## src/rtl/inst_axi_rd_bridge.sv

```systemverilog
// Instruction-fetch bridge: IF inst_sram request/handshake to AXI4 single-beat reads, in-order return.
// Optional: define INST_BRIDGE_RRESP_CHECK_EN to flag SLVERR/DECERR responses on inst_sram_err.
module inst_axi_rd_bridge #(
   parameter int unsigned MAX_OUTST = 2,
   parameter logic [3:0]  ARID_VAL  = 4'd0
) (
   input  logic        clk,
   input  logic        resetn,
   input  logic        inst_sram_req,
   input  logic [31:0] inst_sram_addr,
   output logic        inst_sram_addr_ok,
   output logic        inst_sram_data_ok,
   output logic [31:0] inst_sram_rdata,
   output logic        inst_sram_err,
   output logic [3:0]  arid,
   output logic [31:0] araddr,
   output logic [7:0]  arlen,
   output logic [2:0]  arsize,
   output logic [1:0]  arburst,
   output logic        arvalid,
   input  logic        arready,
   input  logic [3:0]  rid,
   input  logic [31:0] rdata,
   input  logic [1:0]  rresp,
   input  logic        rlast,
   input  logic        rvalid,
   output logic        rready
);

   typedef enum logic {AR_IDLE, AR_BUSY} ar_state_t;

   ar_state_t   state_q, state_d;
   logic [2:0]  cnt_total;
   logic [31:0] araddr_q;
   logic        room;
   logic        ar_hs;
   logic        r_hs;
   logic        unused_bits;

   assign arid    = ARID_VAL;
   assign arlen   = 8'd0;
   assign arsize  = 3'b010;
   assign arburst = 2'b01;
   assign araddr  = araddr_q;
   assign arvalid = (state_q == AR_BUSY);

   // Single ID and arlen=0: every beat is the last one and arrives in issue order.
   assign unused_bits = ^{rid, rlast, rresp};

   assign room  = (cnt_total < 3'(MAX_OUTST));
   assign ar_hs = arvalid & arready;

   // A beat is only taken while something is outstanding, so a stray rvalid cannot underflow the count.
   assign rready = (cnt_total != 3'd0);
   assign r_hs   = rvalid & rready;

   assign inst_sram_data_ok = r_hs;
   assign inst_sram_rdata   = r_hs ? rdata : 32'd0;

`ifdef INST_BRIDGE_RRESP_CHECK_EN
   assign inst_sram_err = r_hs & rresp[1];
`else
   assign inst_sram_err = 1'b0;
`endif

   // NOTE: every signal written here gets a default first, otherwise a missed branch infers a latch.
   always_comb begin
      state_d           = state_q;
      inst_sram_addr_ok = 1'b0;
      case (state_q)
         AR_IDLE: begin
            inst_sram_addr_ok = inst_sram_req & room;
            if (inst_sram_addr_ok) state_d = AR_BUSY;
         end
         AR_BUSY: begin
            // The AR slot frees at the handshake, so a follow-on request may reuse it in the same cycle.
            inst_sram_addr_ok = inst_sram_req & room & arready;
            if (ar_hs && !inst_sram_addr_ok) state_d = AR_IDLE;
         end
         default: state_d = AR_IDLE;
      endcase
   end

   // NOTE: state registers use non-blocking assignments and clear asynchronously on resetn.
   always_ff @(posedge clk or negedge resetn) begin
      if (!resetn) begin
         state_q  <= AR_IDLE;
         araddr_q <= 32'd0;
      end else begin
         state_q <= state_d;
         if (inst_sram_addr_ok) araddr_q <= inst_sram_addr;
      end
   end

   always_ff @(posedge clk or negedge resetn) begin
      if (!resetn) begin
         cnt_total <= 3'd0;
      end else begin
         case ({inst_sram_addr_ok, r_hs})
            2'b10:   cnt_total <= cnt_total + 3'd1;
            2'b01:   cnt_total <= cnt_total - 3'd1;
            default: cnt_total <= cnt_total;
         endcase
      end
   end

endmodule

```

## config.mk

```make
export PLATFORM = sky130hd
export DESIGN_NAME = inst_axi_rd_bridge
export DESIGN_NICKNAME = d
export VERILOG_FILES = /design/src/rtl/inst_axi_rd_bridge.sv
export SDC_FILE = /design/constraint.sdc
export NUM_CORES = 1
export LEC_CHECK = 0
export ABC_AREA = 0
export BUFFER_PORTS_ARGS = -buffer_cell sky130_fd_sc_hd__buf_2
export CAP_MARGIN = 0
export CORE_MARGIN = 4
export CORE_UTILIZATION = 38
export DETAILED_ROUTE_END_ITERATION = 6
export PLACE_DENSITY = 0.86
export RECOVER_POWER = 50
export SYNTH_ARGS = -nofsm -noshare
export SYNTH_HDL_FRONTEND = slang
export SYNTH_SLANG_ARGS = --single-unit
```

## constraint.sdc

```tcl
create_clock -name clk -period 3.9 [get_ports clk]
set_input_delay 0.39 -clock clk [delete_from_list [all_inputs] [get_ports clk]]
set_output_delay 0.39 -clock clk [all_outputs]
set_load 0.01 [all_outputs]
```

* Yosys cells after proc, flatten, opt, wreduce, memory -nomap -nowiden
Index checks and enable logic that the tools add are counted.
** Storage, ports and cells
- Logic and storage cells :: 23
- Bits of input ports :: 76
- Flip-flop bits (word level) :: 36
- Output and inout port bits :: 86
** Operators by class
- Muxes and demuxes :: 6
- Eq/ne operators :: 2
- Order comparisons :: 1
- Reductions and logical operators :: 4
- Add/subtract/negate cells :: 2
- Bitwise gates (word level) :: 5
** Operators by type and width (number)
- $mux 32 :: 1
- $pmux 3 s2 :: 1
- $and 1x1->1 :: 4
- $pmux 1 s2 :: 2
- $add 3x1->3 const B :: 1
- $lt 3x2->1 const B :: 1
- $reduce_bool 3->1 :: 1
- $sub 3x1->3 const B :: 1
- $eq 2x1->1 const B :: 1
- $eq 2x2->1 const B :: 1
- $mux 1 :: 2
- $reduce_bool 2->1 :: 1
- $logic_and 1x1->1 :: 1
- $logic_not 1->1 :: 1
- $not 1->1 :: 1

* Logic depth before layout (Yosys ltp)
Gate-level depths: netlist of the first run.
- Depth after elaboration :: 7
- Depth in mapped cells :: 10
- Gate-level depth less buffers :: 9

* Worst setup path after synthesis of the first run
No wires, ideal clock.
- Path type :: register -> register
- Start point :: register cnt_total[2]
- End point :: register cnt_total[2]
- Slack :: 1869 ps
- Data required time :: 3821 ps
- Arrival :: 1952 ps
- Library setup time :: 79 ps
- Path buffers :: 1
- Period minus slack after synthesis :: 2031 ps
- Stages on the path, launching flop included :: 11
- Cells stage by stage :: dfrtp_1 -> nor2_4 -> nand2_1 -> buf_2 -> and2_1 -> ha_1 -> inv_1 -> fa_1 -> xor2_1 -> nor2_1 -> xor2_1
** On the way
- Elaborated cells between the ends (all ways) :: 12
- Those cells by class :: 2 x add/sub; 1 x order compare; 2 x eq/ne; 2 x mux; 3 x bitwise; 2 x reduce/logical
** RTL lines
- start: declaration :: line 33 : logic [2:0] cnt_total;
- start signal: assignment :: line 100 : 2'b10: cnt_total <= cnt_total + 3'd1;
- start signal: assignment :: line 101 : 2'b01: cnt_total <= cnt_total - 3'd1;
- start signal: assignment :: line 102 : default: cnt_total <= cnt_total;
- $reduce_bool 3->1 * :: line 54 : assign rready = (cnt_total != 3'd0);
- via rready :: line 27 : output logic rready
- $and 1x1->1 * :: line 55 : assign r_hs = rvalid & rready;
- via inst_sram_data_ok :: line 12 : output logic inst_sram_data_ok,
- $eq 2x1->1 or $eq 2x2->1 (tied branches) :: line 99 : case ({inst_sram_addr_ok, r_hs})
- $pmux 3 s2 or $reduce_bool 2->1 (tied branches)
The timed path passes the listed nets; every way through them passes the cells marked *.
A chain may end at the register's enable or synchronous reset.

* Worst setup path after layout of the first run
- Start point :: register cnt_total[2]
- End point :: register cnt_total[2]
** On the way
- Longest elaborated chain between the ends :: 6
- Elaborated cells between the ends (all ways) :: 12
- Those cells by class :: 2 x add/sub; 1 x order compare; 2 x eq/ne; 2 x mux; 3 x bitwise; 2 x reduce/logical
** RTL lines
- $lt 3x2->1 :: line 50 : assign room = (cnt_total < 3'(MAX_OUTST));
- $and 1x1->1 :: line 72, 77
- $and 1x1->1 :: line 77 : inst_sram_addr_ok = inst_sram_req & room & arready;
- $pmux 1 s2 :: line 70 : case (state_q)
- $eq 2x1->1 or $eq 2x2->1 (tied branches) :: line 99
- $pmux 3 s2 or $reduce_bool 2->1 (tied branches)
Parallel ways exist; a longest one is shown, timed or not.

==> results_dict.tcl, run 1 <==
set metrics [dict create \
    setup_slack_ns 1.37 \
    worstHoldPathType "input port to register" \
    grt_pass1_vias 1543 \
    drv_cap 1 \
    clock_path_buffers 2 \
    start_util_pct 39.8 \
    rows 25 \
    die_y_um 78.8 \
    synth-seq-area-share_pct 47.2 \
    dpl_cell_area_sq_um 2540 \
    combPwrFrac_pct 48.6 \
    post_cts_buffers 0 \
    vias 1509 \
    hold_buffers 0 \
    design_area_sq_um 2580 \
    synth-seq-cells 36 \
    critPathLaunchType "register" \
    grt_max_degree 37 \
    holdPathEnd "araddr[6]$_DFFE_PN0P_" \
    fin_nets 357 \
    ctsResizeCount 0 \
    finalWeightedCongestion 0.715 \
    holdPathStages 2 \
    cts_inserted_buffers 5 \
    dp.cells 339 \
    layout_worst_path_cycle_share_pct 64.8 \
    critPathSlowestCell "nand2_1" \
    fin_util_pct 54.0 \
    antennaDiodeCount 0 \
    core_sq_um 4790 \
    drc 0 \
    slew_headroom_pct -24.0 \
    netlist_area_sq_um 1910 \
    power_mw 1.83 \
    setup_viol 0 \
    layout_min_cycle_time_ns 2.53 \
    root_buffer "clkbuf_8" \
    cts.sinks 36 \
    min_from "inst_sram_addr[6]" \
    syn_to_final_growth_pct 35.4 \
    status "finished, violations left" \
    fin_cells 347 \
    cp.required_ns 4.06 \
    grt_pass1_wl_um 7780 \
    ys_types 21 \
    swShare_pct 36.0 \
    routedWlPerCell_um 14.5 \
    cp_max_fo 34 \
    antenna_found_initial 0 \
    io_pins 162 \
    drtIter0Drc 113 \
    fin_hold_ws_ns 0.337 \
    reg2reg_slack_ns 1.37 \
    violations "max-capacitance violations, max-slew violations" \
    layout-drive-gt1-share_pct 50.7 \
    p_int_mw 1.17 \
    gr-total-overflow 0 \
    yosysWarningCount 0 \
    first_pass_iters 4 \
    end_kind "register" \
    power.share.clock_pct 14.6 \
    dp_hpwl_um 3890 \
    seq_power_share_pct 36.8 \
    cts_tree "yes" \
    die_area_sq_um 6210 \
    die_width_um 78.8 \
    insertion_delay_ns 0.28 \
    antenna_left 0 \
    skew_ns 0.00562 \
    vias_per_cell 4.35 \
    synth_cells 147 \
    r2r_start "cnt_total[2]$_DFFE_PN0P_" \
    crit_chain "nor2_1 -> nand2_1 -> and2_1 -> ha_1 -> inv_1 -> fa_1 -> xor2_1 -> nor2_1 -> xor2_1" \
    irDropWorstVdd_uv 317 \
    clkTransAtPathRegs_ns 0.07 \
    place_ws_ns 1.46 \
    p_per_area_nw_per_um2 710 \
    groute.usage.overall_pct 15.8 \
    cp_top_family "simple AND/OR/NAND/NOR gates" \
    p_leak_nw 1.52 \
    p_switching_mw 0.660 \
    r2r_cells 9 \
    place.port_buffers 136 \
    rsz0062_at_grt "no" \
    r2r-end "cnt_total[2]$_DFFE_PN0P_" \
    max_stage_delay_ns 0.54 \
    cp.arrival_ns 2.68 \
    fmax_mhz 396 \
    wl_um 5020 \
    tns_ns 0 \
    path_buf_inv 1 \
    htreeDepth 2 \
    worst_pin_slew_ns 1.86 \
    syn_avg_cell_area_sq_um 13.0 \
    critical_path_class "register to register" \
    slew_viol_final 37 \
    hold_viol 0 \
]
-- placed cells by master (no fill, tap or decap) --
cell type     n
buf_2       102
dfrtp_1      36
clkbuf_1     35
and3_1       32
mux2_4       28
conb_1       18
clkbuf_8      6
inv_1         4
mux2_2        4
nand2_1       3
nor2_1        2
xor2_1        2
and2_1        1
nand2b_1      1
nand3_4       1
mux2i_1       1
xnor2_1       1
fa_1          1
ha_1          1
clkinvlp_4    1
-- power by group through the flow --
stage | Clock (mW) | Combinational, mW | Sequential, mW
after detailed placement | 0 | 0.950 | 0.678
after floorplan | 0 | 0.547 | 0.758
final | 0.267 | 0.893 | 0.675
after CTS | 0.279 | 0.957 | 0.675
after global placement | 0 | 0.931 | 0.661
after global routing | 0.297 | 0.974 | 0.700
-- cell usage after synthesis --
| master | n | area (sq um) |
|---|---|---|
| clkbuf_1 | 5 | 18.8 |
| fa_1 | 1 | 20.0 |
| mux2i_1 | 1 | 10.0 |
| conb_1 | 2 | 7.51 |
| buf_2 | 1 | 5.00 |
| and3_1 | 32 | 200 |
| mux2_2 | 4 | 45.0 |
| mux2_4 | 28 | 420 |
| buf_6 | 3 | 33.8 |
| nor2_4 | 1 | 11.3 |
| nand2b_1 | 1 | 6.26 |
| xnor2_1 | 1 | 8.76 |
| nand2_1 | 3 | 11.3 |
| xor2_1 | 2 | 17.5 |
| inv_1 | 4 | 15.0 |
| nor2_1 | 1 | 3.75 |
| and2_1 | 1 | 6.26 |
| buf_4 | 18 | 135 |
| nand3_4 | 1 | 17.5 |
| ha_1 | 1 | 12.5 |
| dfrtp_1 | 36 | 901 |
-- worst reg2reg max path: cells and delay by family (launching register included) --
| family | cells | cell delay (ns) |
|---|---|---|
| fa+ha+maj | 2 | 0.38 |
| simple gates | 4 | 1.29 |
| flops | 1 | 0.39 |
| xor+xnor | 2 | 0.28 |
| buf+inv | 1 | 0.07 |
-- metal layers --
layer	share of wire (%)	wire length, um	global-route usage, %
met5	0	0	0
met4	0.64	32	5.15
met3	6.5	325	2.72
met2	51	2570	26.2
met1	42	2090	21.1
-- worst max path at each step --
stage                        startpoint                       end  slack (ns)  cells past startpoint
2_1_floorplan  cnt_total[2]$_DFFE_PN0P_  cnt_total[2]$_DFFE_PN0P_        1.87                     10
3_3_place_gp                    arready  cnt_total[2]$_DFFE_PN0P_        1.52                      9
3_5_place_dp                    arready  cnt_total[2]$_DFFE_PN0P_        1.46                      9
4_1_cts        cnt_total[2]$_DFFE_PN0P_  cnt_total[2]$_DFFE_PN0P_        1.51                      9
5_1_grt        cnt_total[2]$_DFFE_PN0P_  cnt_total[2]$_DFFE_PN0P_        1.12                      9
6_report       cnt_total[2]$_DFFE_PN0P_  cnt_total[2]$_DFFE_PN0P_        1.37                      9
-- flip-flops by register name, summed over array words and instances (netlist names) --
signal	flops
cnt_total	3
araddr	32
arvalid	1
-- cells by family after synthesis --
group | synth area share, %
xor gates and xnor gates | 1.38
muxes | 24.9
adders and majority gates | 1.71
buffers and inverters | 10.9
other | 0.394
DFF | 47.2
and+or+nand+nor | 13.5
-- area by class of cell --
cell class / instances / area [sq um]
inverter: 4 / 15.0
timing repair buffer: 136 / 638
sequential: 36 / 901
clock inverter: 1 / 7.51
clock buffer: 7 / 86.3
fill: 468 / 2200
multi-input combinational: 96 / 851
tap: 67 / 83.8
(Power assumes the default switching activity.)
==> inputs of run 2 (changes only) <==
==> constraint.sdc (replaced) <==
create_clock -name clk -period 2.4 [get_ports clk]
set_input_delay 0.24 -clock clk [delete_from_list [all_inputs] [get_ports clk]]
set_output_delay 0.24 -clock clk [all_outputs]
set_load 0.01 [all_outputs]
==> run 2 against run 1 <==
  * The flow still finishes with violations (max-capacitance violations, max-slew violations)
  * Wire length barely moved
  * Flip-flop and latch count is the same
  * Die area is the same
  * Sequential power is 63% higher
  * Clock skew rose by 0.0022 ns
  * Critical endpoint is now inst_sram_rdata[18]
  * Largest cell class unchanged
==> results_dict.tcl, run 2 (synthesis gave the netlist of run 1 again) <==
set metrics [dict create \
    critPathSlowestCell "dfrtp_1" \
    holdPathStages 2 \
    grt_pass1_wl_um 7410 \
    cts_inserted_buffers 5 \
    hold_viol 0 \
    hold_buffers 0 \
    maxUsedRoutingLayer "met4" \
    fin_nets 359 \
    drv_cap 1 \
    antennaDiodeCount 0 \
    clock_path_buffers 2 \
    end_kind "output port" \
    r2r-end "cnt_total[2]$_DFFE_PN0P_" \
    path_buf_inv 2 \
    final_common_cell "buf_2" \
    dp.cells 341 \
    htreeDepth 2 \
    final_cell_mix "buf_2, dfrtp_1, clkbuf_1" \
    core_sq_um 4790 \
    met3_length_um 411 \
    r2r_cells 9 \
    design_area_sq_um 2600 \
    crit_chain "nor2_1 -> nand2_1 -> buf_4 -> and3_1 -> buf_2" \
    syn_to_final_growth_pct 36.2 \
    cp.arrival_ns 1.69 \
    r2r_start "cnt_total[2]$_DFFE_PN0P_" \
    met1Wirelength_um 1920 \
    worstHoldPathType "input port to register" \
    rows 25 \
    cts_tree "yes" \
    skew_ns 0.00786 \
    routedWlPerCell_um 14.4 \
    insertion_delay_ns 0.28 \
    cts.sinks 36 \
    irDropWorstVdd_uv 557 \
    tns_ns 0 \
    wl_um 5010 \
    ctsResizeCount 0 \
    vias_per_cell 4.39 \
    finalWeightedCongestion 0.754 \
    gr-total-overflow 0 \
    cp_top_family "simple AND/OR/NAND/NOR gates" \
    groute.usage.overall_pct 15.3 \
    dp_hpwl_um 3890 \
    dpl_cell_area_sq_um 2550 \
    rsz0062_at_grt "no" \
    vias 1531 \
    setup_slack_ns 0.469 \
    post_cts_buffers 0 \
    first_pass_iters 4 \
    layout_min_cycle_time_ns 1.93 \
    largest_reg_flops 32 \
    die_width_um 78.8 \
    layout_worst_path_cycle_share_pct 80.5 \
    antenna_found_initial 0 \
    worst_pin_slew_ns 1.87 \
    cp.required_ns 2.16 \
    io_pins 162 \
    die_area_sq_um 6210 \
    drtIter0Drc 116 \
    cp_num_cells 5 \
    reg2reg_slack_ns 0.53 \
    cp_max_fo 33 \
    clkTransAtPathRegs_ns 0.07 \
    start_util_pct 39.8 \
    fin_cells 349 \
    fmax_mhz 518 \
    grt_max_degree 37 \
    fin_hold_ws_ns 0.184 \
    critical_path_class "register to output port" \
    crit_end "inst_sram_rdata[18]" \
    root_buffer "clkbuf_8" \
    place.port_buffers 136 \
    slew_viol_final 37 \
    antenna_left 0 \
    slew_headroom_pct -24.8 \
    setup_viol 0 \
    critPathLaunchType "register" \
    critPathLaunch "cnt_total[2]$_DFFE_PN0P_" \
    max_stage_delay_ns 0.40 \
    die_y_um 78.8 \
    p_leak_nw 1.53 \
    dr_wl_met2_um 2640 \
    grt_pass1_vias 1452 \
    layout-drive-gt1-share_pct 51.1 \
    status "finished, violations left" \
    violations "max-capacitance violations, max-slew violations" \
    p_per_area_nw_per_um2 1150 \
    place_ws_ns 0.540 \
    drc 0 \
]
-- run 2: cell types whose count changed in the layout (fill, tap and decap cells not counted), sizes merged --
| cell | before | now |
|---|---|---|
| buf | 102 | 104 |
-- run 2: worst min-delay path by stage --
stage / start / endpoint / slack [ns]
3_3_place_gp: resetn / araddr[19]$_DFFE_PN0P_ / 0.35
4_1_cts: resetn / araddr[25]$_DFFE_PN0P_ / 0.05
5_1_grt: inst_sram_addr[24] / araddr[24]$_DFFE_PN0P_ / 0.17
3_5_place_dp: resetn / araddr[18]$_DFFE_PN0P_ / 0.37
6_report: inst_sram_addr[11] / araddr[11]$_DFFE_PN0P_ / 0.18
2_1_floorplan: resetn / araddr[0]$_DFFE_PN0P_ / -0.06
-- run 2: routing by layer --
metal / track usage, % / up-vias
li1: - / 727
met4: 5.67 / 0
met2: 26.1 / 66
met3: 2.95 / 4
met1: 19.4 / 734
met5: 0 / -
-- run 2: area by class of cell --
cell class              count  area [sq um]
fillers                   447          2190
flip-flops and latches     36           901
multi-input cells          96           851
repair buffers            138           653
clock buffers               7          86.3
well taps                  67          83.8
inverters                   4          15.0
clock inverters             1          7.51
-- run 2: worst reg2reg max path, cell delays in order (launching register included) --
cell and delay, ns:
dfrtp_1 0.40, nor2_1 0.28, nand2_1 0.12, and2_1 0.18, ha_1 0.20, inv_1 0.07, fa_1 0.17, xor2_1 0.14
nor2_1 0.06, xor2_1 0.13
-- run 2: where the power goes --
part	switching [mW]	total (mW)	internal [mW]
clock	0.206	0.439	0.233
combinational	0.699	1.46	0.760
sequential	0.174	1.10	0.923
total	1.08	3.00	1.92
-- run 2: through the flow --
step / power [mW] / util, %
after floorplan: 2.12 / -
final: 3.00 / 54.3
after global routing: 3.20 / 54.3
after global placement: 2.60 / 53.4
after CTS: 3.12 / 55.3
after detailed placement: 2.66 / 53.4
==> inputs of run 3 (changes only) <==
==> constraint.sdc (replaced) <==
create_clock -name clk -period 1.9 [get_ports clk]
set_input_delay 0.19 -clock clk [delete_from_list [all_inputs] [get_ports clk]]
set_output_delay 0.19 -clock clk [all_outputs]
set_load 0.01 [all_outputs]
==> run 3 against run 2 <==
  * The flow now finishes without violations
  * First-iteration DRC count is 35% lower
  * Count of clock-buffer cells in the layout is 2 lower
  * Sequential power is 26% higher
  * Via count is 0.98% higher
  * Register-to-register slack worse by 0.41 ns
  * Core utilization is 0.47 points higher
  * Wire length is 3.7% higher
  * Clock power is 21% higher
  * Total power is 27% higher
  * Critical path type is now register to register
==> results_dict.tcl, run 3 (synthesis gave the netlist of run 1 again) <==
set metrics [dict create \
    seq_power_share_pct 36.5 \
    layout-drive-gt1-share_pct 53.2 \
    ctsResizeCount 0 \
    insertion_delay_ns 0.28 \
    drv_cap 0 \
    fmax_mhz 562 \
    htreeDepth 2 \
    die_area_sq_um 6210 \
    worst_pin_slew_ns 0.875 \
    crit_chain "nor2_4 -> nand2_2 -> and2_4 -> ha_1 -> inv_1 -> fa_1 -> xor2_1 -> nor2_1 -> xor2_1" \
    p_per_area_nw_per_um2 1450 \
    place.port_buffers 136 \
    root_buffer "clkbuf_8" \
    die_width_um 78.8 \
    cts_inserted_buffers 5 \
    critPathSlowestCell "dfrtp_1" \
    cp.arrival_ns 1.99 \
    tns_ns 0 \
    end_kind "register" \
    hold_buffers 0 \
    die_y_um 78.8 \
    p_leak_nw 1.55 \
    vias 1546 \
    dp_hpwl_um 4090 \
    final_cell_mix "buf_2, dfrtp_1, clkbuf_1" \
    use_met1_pct 20.4 \
    setup_slack_ns 0.121 \
    hold_viol 0 \
    antenna_found_initial 0 \
    fin_cells 351 \
    grt_max_degree 37 \
    core_sq_um 4790 \
    groute.usage.overall_pct 16.0 \
    routedWlPerCell_um 14.8 \
    worstHoldPathType "input port to async pin" \
    gr-total-overflow 0 \
    grt_pass1_wl_um 7690 \
    crit_top_cell "xor2_1" \
    final_common_cell "buf_2" \
    use_met3_pct 2.83 \
    fin_nets 361 \
    critical_path_class "register to register" \
    rows 25 \
    drtIter0Drc 75 \
    status "finished clean" \
    largest_reg_flops 32 \
    skew_ns 0.00427 \
    place_ws_ns 0.108 \
    slew_viol_final 0 \
    first_pass_iters 4 \
    setup_viol 0 \
    clkTransAtPathRegs_ns 0.08 \
    layout_min_cycle_time_ns 1.78 \
    critPathLaunchType "register" \
    drc 0 \
    r2r-end "cnt_total[2]$_DFFE_PN0P_" \
    wl_um 5200 \
    grt.busiest_layer "met2" \
    start_util_pct 39.8 \
    antenna_left 0 \
    p_int_mw 2.41 \
    cp.required_ns 2.11 \
    antennaDiodeCount 0 \
    syn_to_final_growth_pct 37.4 \
    cts_tree "yes" \
    reg2reg_slack_ns 0.12 \
    slew_headroom_pct 41.7 \
    cts.sinks 36 \
    max_stage_delay_ns 0.41 \
    vias_per_cell 4.40 \
    combPwrFrac_pct 49.6 \
    rsz0062_at_grt "no" \
    grt_pass1_vias 1510 \
    cp_max_fo 3 \
    power.share.clock_pct 13.9 \
    clock_path_buffers 2 \
    irDropWorstVdd_uv 649 \
    io_pins 162 \
    finalWeightedCongestion 0.758 \
    swShare_pct 36.8 \
    r2r_start "cnt_total[2]$_DFFE_PN0P_" \
    p_switching_mw 1.40 \
    dp.cells 342 \
    use_met2_pct 27.2 \
    fin_util_pct 54.7 \
    r2r_cells 9 \
    layout_worst_path_cycle_share_pct 93.7 \
]
## run 3: what timing repair did
action                                  4_1_cts  5_1_grt
endpoints found under the hold margin         0        0
buffers inserted                              0        1
endpoints found under the setup margin        0        1
## run 3: worst max path at each step
stage,end,cells past startpoint,start,slack (ns)
3_3_place_gp,cnt_total[2]$_DFFE_PN0P_,9,cnt_total[2]$_DFFE_PN0P_,0.17
6_report,cnt_total[2]$_DFFE_PN0P_,9,cnt_total[2]$_DFFE_PN0P_,0.12
4_1_cts,cnt_total[2]$_DFFE_PN0P_,9,cnt_total[2]$_DFFE_PN0P_,0.1
3_5_place_dp,cnt_total[2]$_DFFE_PN0P_,9,cnt_total[2]$_DFFE_PN0P_,0.11
2_1_floorplan,cnt_total[2]$_DFFE_PN0P_,10,cnt_total[2]$_DFFE_PN0P_,0.03
5_1_grt,inst_sram_addr_ok,5,arvalid$_DFF_PN0_,0.007
## run 3: per-stage QoR
stage | power, mW | hold WS [ns] | instance area, sq um
floorplan | 2.70 | -0.106 | 1980
finish | 3.81 | 0.0123 | 2620
global placement | 3.29 | 0.310 | 2570
detailed placement | 3.37 | 0.323 | 2570
global route | 4.07 | 0.0844 | 2620
CTS | 3.92 | 0.00582 | 2650
## run 3: worst max-delay path, delay by kind of cell, from the launching register on
family	cells	cell delay (ns)
adders and majority gates	2	0.56
DFF	1	0.41
and+or+nand+nor	4	0.39
xor gates and xnor gates	2	0.29
buffers and inverters	1	0.06
## run 3: area by class of cell
cell class,instances,area (sq um)
flip-flops and latches,36,901
clock inverters,3,18.8
well taps,67,83.8
repair buffers,140,669
inverters,4,15.0
clock buffers,5,68.8
fillers,438,2170
multi-input cells,96,863
## run 3: routing by layer
layer	vias to the layer above	wire, um
met4	0	65
met2	64	2700
met5	-	0
li1	733	-
met3	7	360
met1	742	2080
## run 3: power groups by stage
stage | Clock, mW | Combinational [mW] | Sequential, mW
5_1_grt | 0.583 | 2.04 | 1.45
3_3_place_gp | 0 | 1.93 | 1.36
6_report | 0.529 | 1.89 | 1.39
3_5_place_dp | 0 | 1.98 | 1.39
2_1_floorplan | 0 | 1.14 | 1.56
4_1_cts | 0.545 | 1.99 | 1.38
